[src/rtl/sigma_delta_i2s_tx.sv]
// rtl/sigma_delta_i2s_tx.sv - sample FIFO plus I2S master serialiser for decimated ADC samples
// Define SIGMA_DELTA_I2S_LEFT_JUSTIFIED_EN for left-justified framing (no 1-BCLK data delay).
module sigma_delta_i2s_tx #(
    parameter int SAMPLE_BITLEN = 24,
    parameter int SLOT_BITLEN   = 32,
    parameter int CLK_PER_BCLK  = 4,
    parameter int FIFO_DEPTH    = 4
) (
    input  logic                          clk,
    input  logic                          rst_n,
    input  logic [SAMPLE_BITLEN-1:0]      sample_in,
    input  logic                          sample_valid,
    output logic                          i2s_bclk,
    output logic                          i2s_lrclk,
    output logic                          i2s_sdata,
    output logic [$clog2(FIFO_DEPTH):0]   fifo_level,
    output logic                          overflow,
    output logic                          underflow
);

    localparam int DIV_W = $clog2(CLK_PER_BCLK);
    localparam int BIT_W = $clog2(2 * SLOT_BITLEN);
    localparam int PTR_W = $clog2(FIFO_DEPTH);
    localparam int CNT_W = PTR_W + 1;

    localparam logic [DIV_W-1:0] DIV_LAST = DIV_W'(CLK_PER_BCLK - 1);
    localparam logic [DIV_W-1:0] DIV_HALF = DIV_W'(CLK_PER_BCLK / 2);
    localparam logic [DIV_W-1:0] DIV_ONE  = DIV_W'(1);
    localparam logic [BIT_W-1:0] BIT_LAST = BIT_W'(2 * SLOT_BITLEN - 1);
    localparam logic [BIT_W-1:0] SLOT_C   = BIT_W'(SLOT_BITLEN);
    localparam logic [BIT_W-1:0] SAMPLE_C = BIT_W'(SAMPLE_BITLEN);
    localparam logic [BIT_W-1:0] BIT_ONE  = BIT_W'(1);
    localparam logic [PTR_W-1:0] PTR_ONE  = PTR_W'(1);
    localparam logic [CNT_W-1:0] CNT_ONE  = CNT_W'(1);
    localparam logic [CNT_W-1:0] CNT_FULL = CNT_W'(FIFO_DEPTH);
    localparam logic [SAMPLE_BITLEN-1:0] MSB_MASK = {1'b1, {(SAMPLE_BITLEN-1){1'b0}}};

    logic [DIV_W-1:0]         r_div_cnt;
    logic [BIT_W-1:0]         r_bit_cnt;
    logic                     r_bclk;
    logic                     r_lrclk;
    logic                     r_sdata;
    logic [SAMPLE_BITLEN-1:0] r_tx_word;
    logic [SAMPLE_BITLEN-1:0] r_mem [FIFO_DEPTH];
    logic [PTR_W-1:0]         r_wr_ptr;
    logic [PTR_W-1:0]         r_rd_ptr;
    logic [CNT_W-1:0]         r_count;
    logic                     r_overflow;
    logic                     r_underflow;

    logic                     w_fall;
    logic                     w_frame_start;
    logic                     w_empty;
    logic                     w_full;
    logic                     w_pop;
    logic                     w_push;
    logic                     w_drop;
    logic [BIT_W-1:0]         w_bit_next;
    logic                     w_lr_next;
    logic [BIT_W-1:0]         w_k;
    logic [BIT_W-1:0]         w_shamt;
    logic [SAMPLE_BITLEN-1:0] w_word_next;
    logic                     w_sdata_next;

    assign w_fall        = (r_div_cnt == DIV_LAST);
    assign w_frame_start = w_fall && (r_bit_cnt == BIT_LAST);
    assign w_empty       = (r_count == '0);
    assign w_full        = (r_count == CNT_FULL);
    // A pop at frame start frees a slot in the same clk, so a full FIFO still accepts the write.
    assign w_pop         = w_frame_start && !w_empty;
    assign w_push        = sample_valid && (!w_full || w_pop);
    assign w_drop        = sample_valid && w_full && !w_pop;

    assign w_bit_next    = w_frame_start ? '0 : (r_bit_cnt + BIT_ONE);
    assign w_lr_next     = (w_bit_next >= SLOT_C);
    assign w_k           = w_lr_next ? (w_bit_next - SLOT_C) : w_bit_next;
    assign w_word_next   = w_pop ? r_mem[r_rd_ptr] : r_tx_word;

    always_comb begin
        w_sdata_next = 1'b0;
        w_shamt      = '0;
`ifdef SIGMA_DELTA_I2S_LEFT_JUSTIFIED_EN
        if (w_k < SAMPLE_C) begin
            w_shamt      = w_k;
            w_sdata_next = |(w_word_next & (MSB_MASK >> w_shamt));
        end
`else
        if ((w_k != '0) && (w_k <= SAMPLE_C)) begin
            w_shamt      = w_k - BIT_ONE;
            w_sdata_next = |(w_word_next & (MSB_MASK >> w_shamt));
        end
`endif
    end

    always_ff @(posedge clk or negedge rst_n) begin
        if (!rst_n) begin
            r_div_cnt   <= '0;
            r_bclk      <= 1'b0;
            r_bit_cnt   <= '0;
            r_lrclk     <= 1'b0;
            r_sdata     <= 1'b0;
            r_tx_word   <= '0;
            r_underflow <= 1'b0;
        end else begin
            r_div_cnt   <= w_fall ? '0 : (r_div_cnt + DIV_ONE);
            r_bclk      <= (r_div_cnt >= DIV_HALF);
            r_underflow <= w_frame_start && w_empty;
            if (w_fall) begin
                r_bit_cnt <= w_bit_next;
                r_lrclk   <= w_lr_next;
                r_sdata   <= w_sdata_next;
                r_tx_word <= w_word_next;
            end
        end
    end

    always_ff @(posedge clk or negedge rst_n) begin
        if (!rst_n) begin
            r_wr_ptr   <= '0;
            r_rd_ptr   <= '0;
            r_count    <= '0;
            r_overflow <= 1'b0;
        end else begin
            r_overflow <= w_drop;
            if (w_push) begin
                r_wr_ptr <= r_wr_ptr + PTR_ONE;
            end
            if (w_pop) begin
                r_rd_ptr <= r_rd_ptr + PTR_ONE;
            end
            case ({w_push, w_pop})
                2'b10:   r_count <= r_count + CNT_ONE;
                2'b01:   r_count <= r_count - CNT_ONE;
                default: r_count <= r_count;
            endcase
        end
    end

    // Storage needs no reset: occupancy is tracked solely by r_count.
    always_ff @(posedge clk) begin
        if (w_push) begin
            r_mem[r_wr_ptr] <= sample_in;
        end
    end

    assign i2s_bclk   = r_bclk;
    assign i2s_lrclk  = r_lrclk;
    assign i2s_sdata  = r_sdata;
    assign fifo_level = r_count;
    assign overflow   = r_overflow;
    assign underflow  = r_underflow;

endmodule

[config.mk]
export PLATFORM = sky130hd
export DESIGN_NAME = sigma_delta_i2s_tx
export DESIGN_NICKNAME = d
export VERILOG_FILES = /design/src/rtl/sigma_delta_i2s_tx.sv
export SDC_FILE = /design/constraint.sdc
export NUM_CORES = 1
export LEC_CHECK = 0
export BUFFER_PORTS_ARGS = -buffer_cell sky130_fd_sc_hd__buf_2
export CORE_UTILIZATION = 61
export CTS_CLUSTER_DIAMETER = 150
export DETAILED_ROUTE_END_ITERATION = 6
export PLACE_DENSITY_LB_ADDON = 0.25
export SLEW_MARGIN = 25
export SYNTH_ARGS = -nofsm -noshare
export SYNTH_HDL_FRONTEND = slang
export SYNTH_SLANG_ARGS = --single-unit
[constraint.sdc]
create_clock -name clk -period 5.9 [get_ports clk]
set_input_delay 0.59 -clock clk [delete_from_list [all_inputs] [get_ports clk]]
set_output_delay 0.59 -clock clk [all_outputs]
set_load 0.03 [all_outputs]
==> impl_metrics.json, run 1 <==
{
  "synth_top_area_frac": 0.496,
  "tns_ps": 0,
  "synth_edf_count": 96,
  "crit_type": "flop to flop",
  "synth_top_area_cell": "edfxtp_1",
  "antenna_found_initial": 0,
  "hold_path.class": "input port to async pin",
  "dr.first_iter.drc_count": 197,
  "grt_use_total": 0.231,
  "drt_wl_total_um": 10100,
  "netlist_instances": 357,
  "nets": 441,
  "start_util": 0.628,
  "fin_worst_skew_ps": 10.3,
  "ios": 35,
  "final_cell_mix": "edfxtp_1, dfrtp_1, nand2_1",
  "maxCapViolCount": 0,
  "async_flop_share": 0.314,
  "cts.path.max_buffers": 2,
  "ant_nets": 0,
  "worst_pin_slew_ps": 619,
  "critPathArrivalTime_ps": 3750,
  "syn-cell-area_mm2": 0.00581,
  "fin_crit_sh": 0.568,
  "dieHeight_um": 99.6,
  "n_antenna_cell": 0,
  "cts_made_buffers": 17,
  "htreeDepth": 4,
  "crit_fanout": 29,
  "clkSinkCount": 140,
  "slew_viol_final": 0,
  "final-hold-violation-count": 0,
  "rsz0062_at_grt": "false",
  "synth_flop_cell": "edfxtp_1",
  "dp_hpwl_um": 6380,
  "worst_setup_path_end_kind": "flop",
  "slew_headroom": 0.587,
  "fp-row-count": 35,
  "clk_pin_slew_ps": 70,
  "drc": 0,
  "drtPass1Iterations": 4,
  "syn_to_final_growth_pct": 14.6,
  "grt_max_degree": 45,
  "cts_resized": 0,
  "cts_tree": "built",
  "vias": 3114,
  "post_cts_buffers": 0,
  "syn_nets": 397,
  "drive_gt1_frac": 0.295,
  "p_leak_nw": 2.56,
  "die_area_mm2": 0.00991,
  "via_per_inst": 5.75,
  "max_freq_mhz": 298,
  "die_width_um": 99.6,
  "place_congestion": 0.822,
  "first_global_vias": 3137,
  "holdWs_ps": 56.6,
  "ys_ff_latch": 140,
  "syn_area_per_cell_um2": 16.3,
  "status": "complete, no violations",
  "final_common_cell": "edfxtp_1",
  "crit_required_ps": 6300,
  "yosysUniqueCellTypes": 47,
  "hold_buffers": 0,
  "ys_warn_count": 0,
  "pwr_density_cell_mw_per_mm2": 379,
  "cts_root_buf": "clkbuf_8",
  "final.min_clock_period_ps": 3350,
  "core_mm2": 0.00924,
  "post_drt_wl_per_cell_um": 18.7,
  "clock_latency_ps": 520,
  "cp-start-kind": "flop",
  "finalSetupViolCount": 0,
  "grt-ovfl-total": 0,
  "portBuffers": 34,
  "yosysSeqAreaShare": 0.686,
  "synth_area_leaders": "edfxtp_1, dfrtp_1, mux4_2, mux2_2, nand2_1",
  "vdd_drop_max_v": 0.000263,
  "grt_pass1_wl_um": 16500
}
## Yosys cell counts, drive strengths merged, types with 2 or more instances
cell and instances:
a21o 2, a21oi 4, a221oi 3, a22oi 2, and2 10, and3 5
buf 8, clkbuf 7, dfrtp 44, edfxtp 96, ha 12, inv 15
mux2 21, mux2i 2, mux4 22, nand2 43, nand3 9, nand4 2
nor2 7, o211ai 2, o21ai 11, xnor2 9, xor2 3
## flip-flops by register name, indices dropped and copies added, names as in the netlist, 2 cells and up
signal	cells
r_rd_ptr	2
r_mem	96
r_tx_word	24
fifo_level	3
r_wr_ptr	2
r_bit_cnt	6
r_div_cnt	2
## metal layers
layer | vias to the layer above | global-route usage | share of wire
li1 | 1427 | - | -
met1 | 1584 | 0.299 | 0.43
met2 | 90 | 0.370 | 0.51
met3 | 13 | 0.0724 | 0.050
met4 | 0 | 0.0939 | 0.015
met5 | - | 0 | 0
## per-stage QoR
stage	std cells	cell area, um^2	utilization	worst slack, ps	power, W
detailed placement	511	6100	0.660	2570	0.00156
global placement	511	6100	0.660	2690	0.00154
finish	542	6650	0.720	2550	0.00252
CTS	542	6650	0.720	2560	0.00254
global route	542	6650	0.720	2370	0.00262
floorplan	357	5810	-	3080	0.00144
## worst paths after layout
kind / cells after the start / endpoint / slack [ps] / startpoint
min in group clk: 1 / r_mem[1][16]$_DFFE_PP_ / 280 / sample_in[16]
worst min register to register: 1 / r_div_cnt[0]$_DFF_PN0_ / 480 / r_div_cnt[0]$_DFF_PN0_
worst max register to register: 10 / i2s_sdata$_DFFE_PN0P_ / 2550 / r_div_cnt[0]$_DFF_PN0_
max in group asynchronous: 1 / r_rd_ptr[0]$_DFFE_PN0P_ / 5410 / rst_n
worst max-delay path: 10 / i2s_sdata$_DFFE_PN0P_ / 2550 / r_div_cnt[0]$_DFF_PN0_
worst min-delay path: 1 / r_bit_cnt[4]$_DFFE_PN0P_ / 60 / rst_n
## logic make-up (layout without fill, tap and decap cells)
family,Yosys count,after routing,share of synthesized area
buffers and inverters,30,86,0.0241
adders and majority gates,13,13,0.0293
xor gates and xnor gates,12,12,0.0181
muxes,45,45,0.130
AOI/OAI and AO/OA,35,35,0.0446
and+or+nand+nor,82,82,0.0677
DFF,140,140,0.686
## report_power, final
part	internal, W	switching, W	total [W]	leakage (nW)
logic	0.0000917	0.000183	0.000274	0.826
clock network	0.000566	0.000424	0.000989	0.268
registers	0.00121	0.0000458	0.00126	1.47
total	0.00187	0.000652	0.00252	2.56
## critical path, cell delays in order (launching register included)
cell and delay, ps:
dfrtp_1 380, ha_1 480, and3_1 260, and2_4 170, nand2_2 150, inv_2 470
mux2_2 420, mux2_2 300, a2111oi_4 330, a31o_1 170, o31ai_1 60
## layout make-up
type / count / area [um^2]
fill: 585 / 2590
sequential: 140 / 3990
multi-input combinational: 187 / 1680
clock buffer: 17 / 414
inverter: 15 / 56.3
timing repair buffer: 40 / 218
clock inverter: 14 / 136
tap: 129 / 161
No activity file was read; power rests on OpenSTA's default activity.
==> inputs of run 2 (changes only) <==
- CORE_UTILIZATION: 61 -> 54
- clock period: 5.9 -> 3 ns (I/O delays scaled with it)
==> run 2 against run 1 <==
Largest power group unchanged. Worst hold slack lost 20 ps. Clock power grew 110%. Non-clock buffer count grew 35. Combinational power grew 110%. Register-to-register slack lost 2300 ps. Sequential share of layout area shrank 3.1 points. Clock-buffer cell count is the same. Largest cell class unchanged. Flip-flop and latch count is the same. Cell count grew 7.9%. Worst setup slack lost 2300 ps. Critical path depth grew 1. Wire length grew 3.4%.
==> impl_metrics.json, run 2 (synthesis gave the netlist of run 1 again) <==
{
  "rsz0062_at_grt": "false",
  "final_common_cell": "edfxtp_1",
  "fin_crit_sh": 0.928,
  "whs_endpoint": "overflow$_DFF_PN0_",
  "clkSinkCount": 140,
  "critPathArrivalTime_ps": 3180,
  "seqPwrFrac": 0.488,
  "nets": 476,
  "drtPass1Iterations": 4,
  "core_mm2": 0.0104,
  "slew_headroom": 0.611,
  "cp-start-kind": "flop",
  "dp_hpwl_um": 6470,
  "p_sw_w": 0.00122,
  "pwr_density_cell_mw_per_mm2": 723,
  "grt-ovfl-total": 0,
  "die_area_mm2": 0.0112,
  "crit_fanout": 17,
  "antenna_found_initial": 0,
  "drc": 0,
  "die_width_um": 106,
  "cts_resized": 0,
  "p_int_w": 0.00386,
  "crit_required_ps": 3400,
  "maxCapViolCount": 0,
  "fp-row-count": 37,
  "fin_worst_skew_ps": 5.20,
  "hold_path_depth": 3,
  "cts_root_buf": "clkbuf_8",
  "worst_r2r_endpoint": "i2s_sdata$_DFFE_PN0P_",
  "worstPathCellList": "ha_1 -> and3_1 -> and2_4 -> nand2_2 -> inv_2 -> buf_4 -> mux2_2 -> a221oi_1 -> o21ai_0 -> a21oi_1 -> o31ai_1",
  "crit_family": "compound AO/OA/AOI/OAI gates",
  "timing.rr.start": "r_bit_cnt[0]$_DFFE_PN0P_",
  "vdd_drop_max_v": 0.000694,
  "grt_pass1_wl_um": 17100,
  "power_frac_clock": 0.401,
  "clock_latency_ps": 520,
  "worst_setup_path_end_kind": "flop",
  "ff2ff_setup_slack_ps": 220,
  "p_comb_frac": 0.111,
  "cts_made_buffers": 17,
  "max_freq_mhz": 359,
  "final_cell_mix": "edfxtp_1, dfrtp_1, nand2_1",
  "worst_pin_slew_ps": 577,
  "vias": 3135,
  "p_sw_frac": 0.241,
  "dr.first_iter.drc_count": 203,
  "slew_viol_final": 0,
  "ios": 35,
  "largestRegisters": "r_mem: 96 flops, r_tx_word: 24 flops, r_bit_cnt: 6 flops",
  "hold_path.class": "input port to flop",
  "tns_ps": 0,
  "drive_gt1_frac": 0.287,
  "cts.path.max_buffers": 2,
  "ant_nets": 0,
  "fillers": 690,
  "grt_max_degree": 45,
  "grt_use_total": 0.211,
  "reg2reg_depth": 11,
  "start_util": 0.560,
  "syn_to_final_growth_pct": 20.9,
  "final.min_clock_period_ps": 2780,
  "crit_type": "flop to flop",
  "status": "complete, no violations",
  "via_per_inst": 5.36,
  "crit_buf_inv": 2,
  "place_congestion": 0.809,
  "post_drt_wl_per_cell_um": 17.9,
  "postLayoutSetupSlackWorst_ps": 216,
  "crit_path_top_delay_cell": "dfrtp_1",
  "first_global_vias": 3344,
  "portBuffers": 34,
  "drt_wl_total_um": 10500,
  "place_ws_ps": 276,
  "critical_path.max_stage_delay_ps": 470,
  "cts_tree": "built",
  "dieHeight_um": 106,
  "final-hold-violation-count": 0,
  "n_antenna_cell": 0,
  "top_register": "r_mem",
  "largest_reg_flops": 96,
  "min_from": "sample_valid",
  "clk_pin_slew_ps": 60,
  "p_leak_nw": 2.73,
  "htreeDepth": 4,
  "finalSetupViolCount": 0
}
==> run 2: cell count changes in the layout (fill, tap and decap cells not counted) <==
cell,change
clkinv_1,+3
dlygate4sd3_1,+25
bufinv_16,+2
inv_6,-3
buf_4,+10
dfrtp_1,+1
inv_8,-1
dfrtp_2,-1
==> run 2: tightest hold or removal path: stages <==
cell	delay [ps]
buf_2	90
inv_1	70
nor3_1	60
==> run 2: layout make-up <==
class	instances	area, um^2	share of cell area
Clock buffer	17	414	0.0590
Clock inverter	15	170	0.0242
Inverter	15	56.3	0.00802
Multi-Input combinational cell	187	1680	0.240
Sequential cell	140	3980	0.567
Tap cell	136	170	0.0242
Timing Repair Buffer	75	543	0.0773
==> run 2: how the worst max path moves through the flow <==
stage,depth (start not counted),end,from,slack [ps]
floorplan,14,fifo_level[2]$_DFFE_PN0P_,r_bit_cnt[0]$_DFFE_PN0P_,180
global placement,11,i2s_sdata$_DFFE_PN0P_,r_bit_cnt[0]$_DFFE_PN0P_,370
detailed placement,11,i2s_sdata$_DFFE_PN0P_,r_bit_cnt[0]$_DFFE_PN0P_,280
CTS,11,i2s_sdata$_DFFE_PN0P_,r_bit_cnt[0]$_DFFE_PN0P_,220
global route,11,i2s_sdata$_DFFE_PN0P_,r_bit_cnt[0]$_DFFE_PN0P_,10
finish,11,i2s_sdata$_DFFE_PN0P_,r_bit_cnt[0]$_DFFE_PN0P_,220
==> run 2: power groups by stage <==
stage	registers (W)	logic [W]	clock network (W)
2_1_floorplan	0.00254	0.000292	0
3_3_place_gp	0.00250	0.000547	0
3_5_place_dp	0.00252	0.000556	0
4_1_cts	0.00248	0.000582	0.00208
5_1_grt	0.00250	0.000629	0.00216
6_report	0.00248	0.000565	0.00204
==> run 2: metrics by stage <==
step | util | hold slack, ps | std cells | area, um^2 | power, W
floorplan | - | 4.41 | 357 | 5810 | 0.00283
global placement | 0.596 | 447 | 528 | 6180 | 0.00304
detailed placement | 0.596 | 457 | 528 | 6180 | 0.00307
CTS | 0.677 | 9.94 | 585 | 7020 | 0.00514
global route | 0.677 | 35.4 | 585 | 7020 | 0.00528
finish | 0.677 | 36.8 | 585 | 7020 | 0.00508
==> run 2: layer usage <==
layer / track usage / vias up / part of all wire
li1: - / 1499 / -
met4: 0.0764 / 0 / 0.016
met5: 0 / - / 0
met3: 0.0588 / 15 / 0.035
met1: 0.262 / 1564 / 0.44
met2: 0.356 / 57 / 0.51
==> run 2: repair_timing <==
item,4_1_cts,5_1_grt
hold buffers,25,0
setup buffers,0,0
hold endpoints to repair,140,0
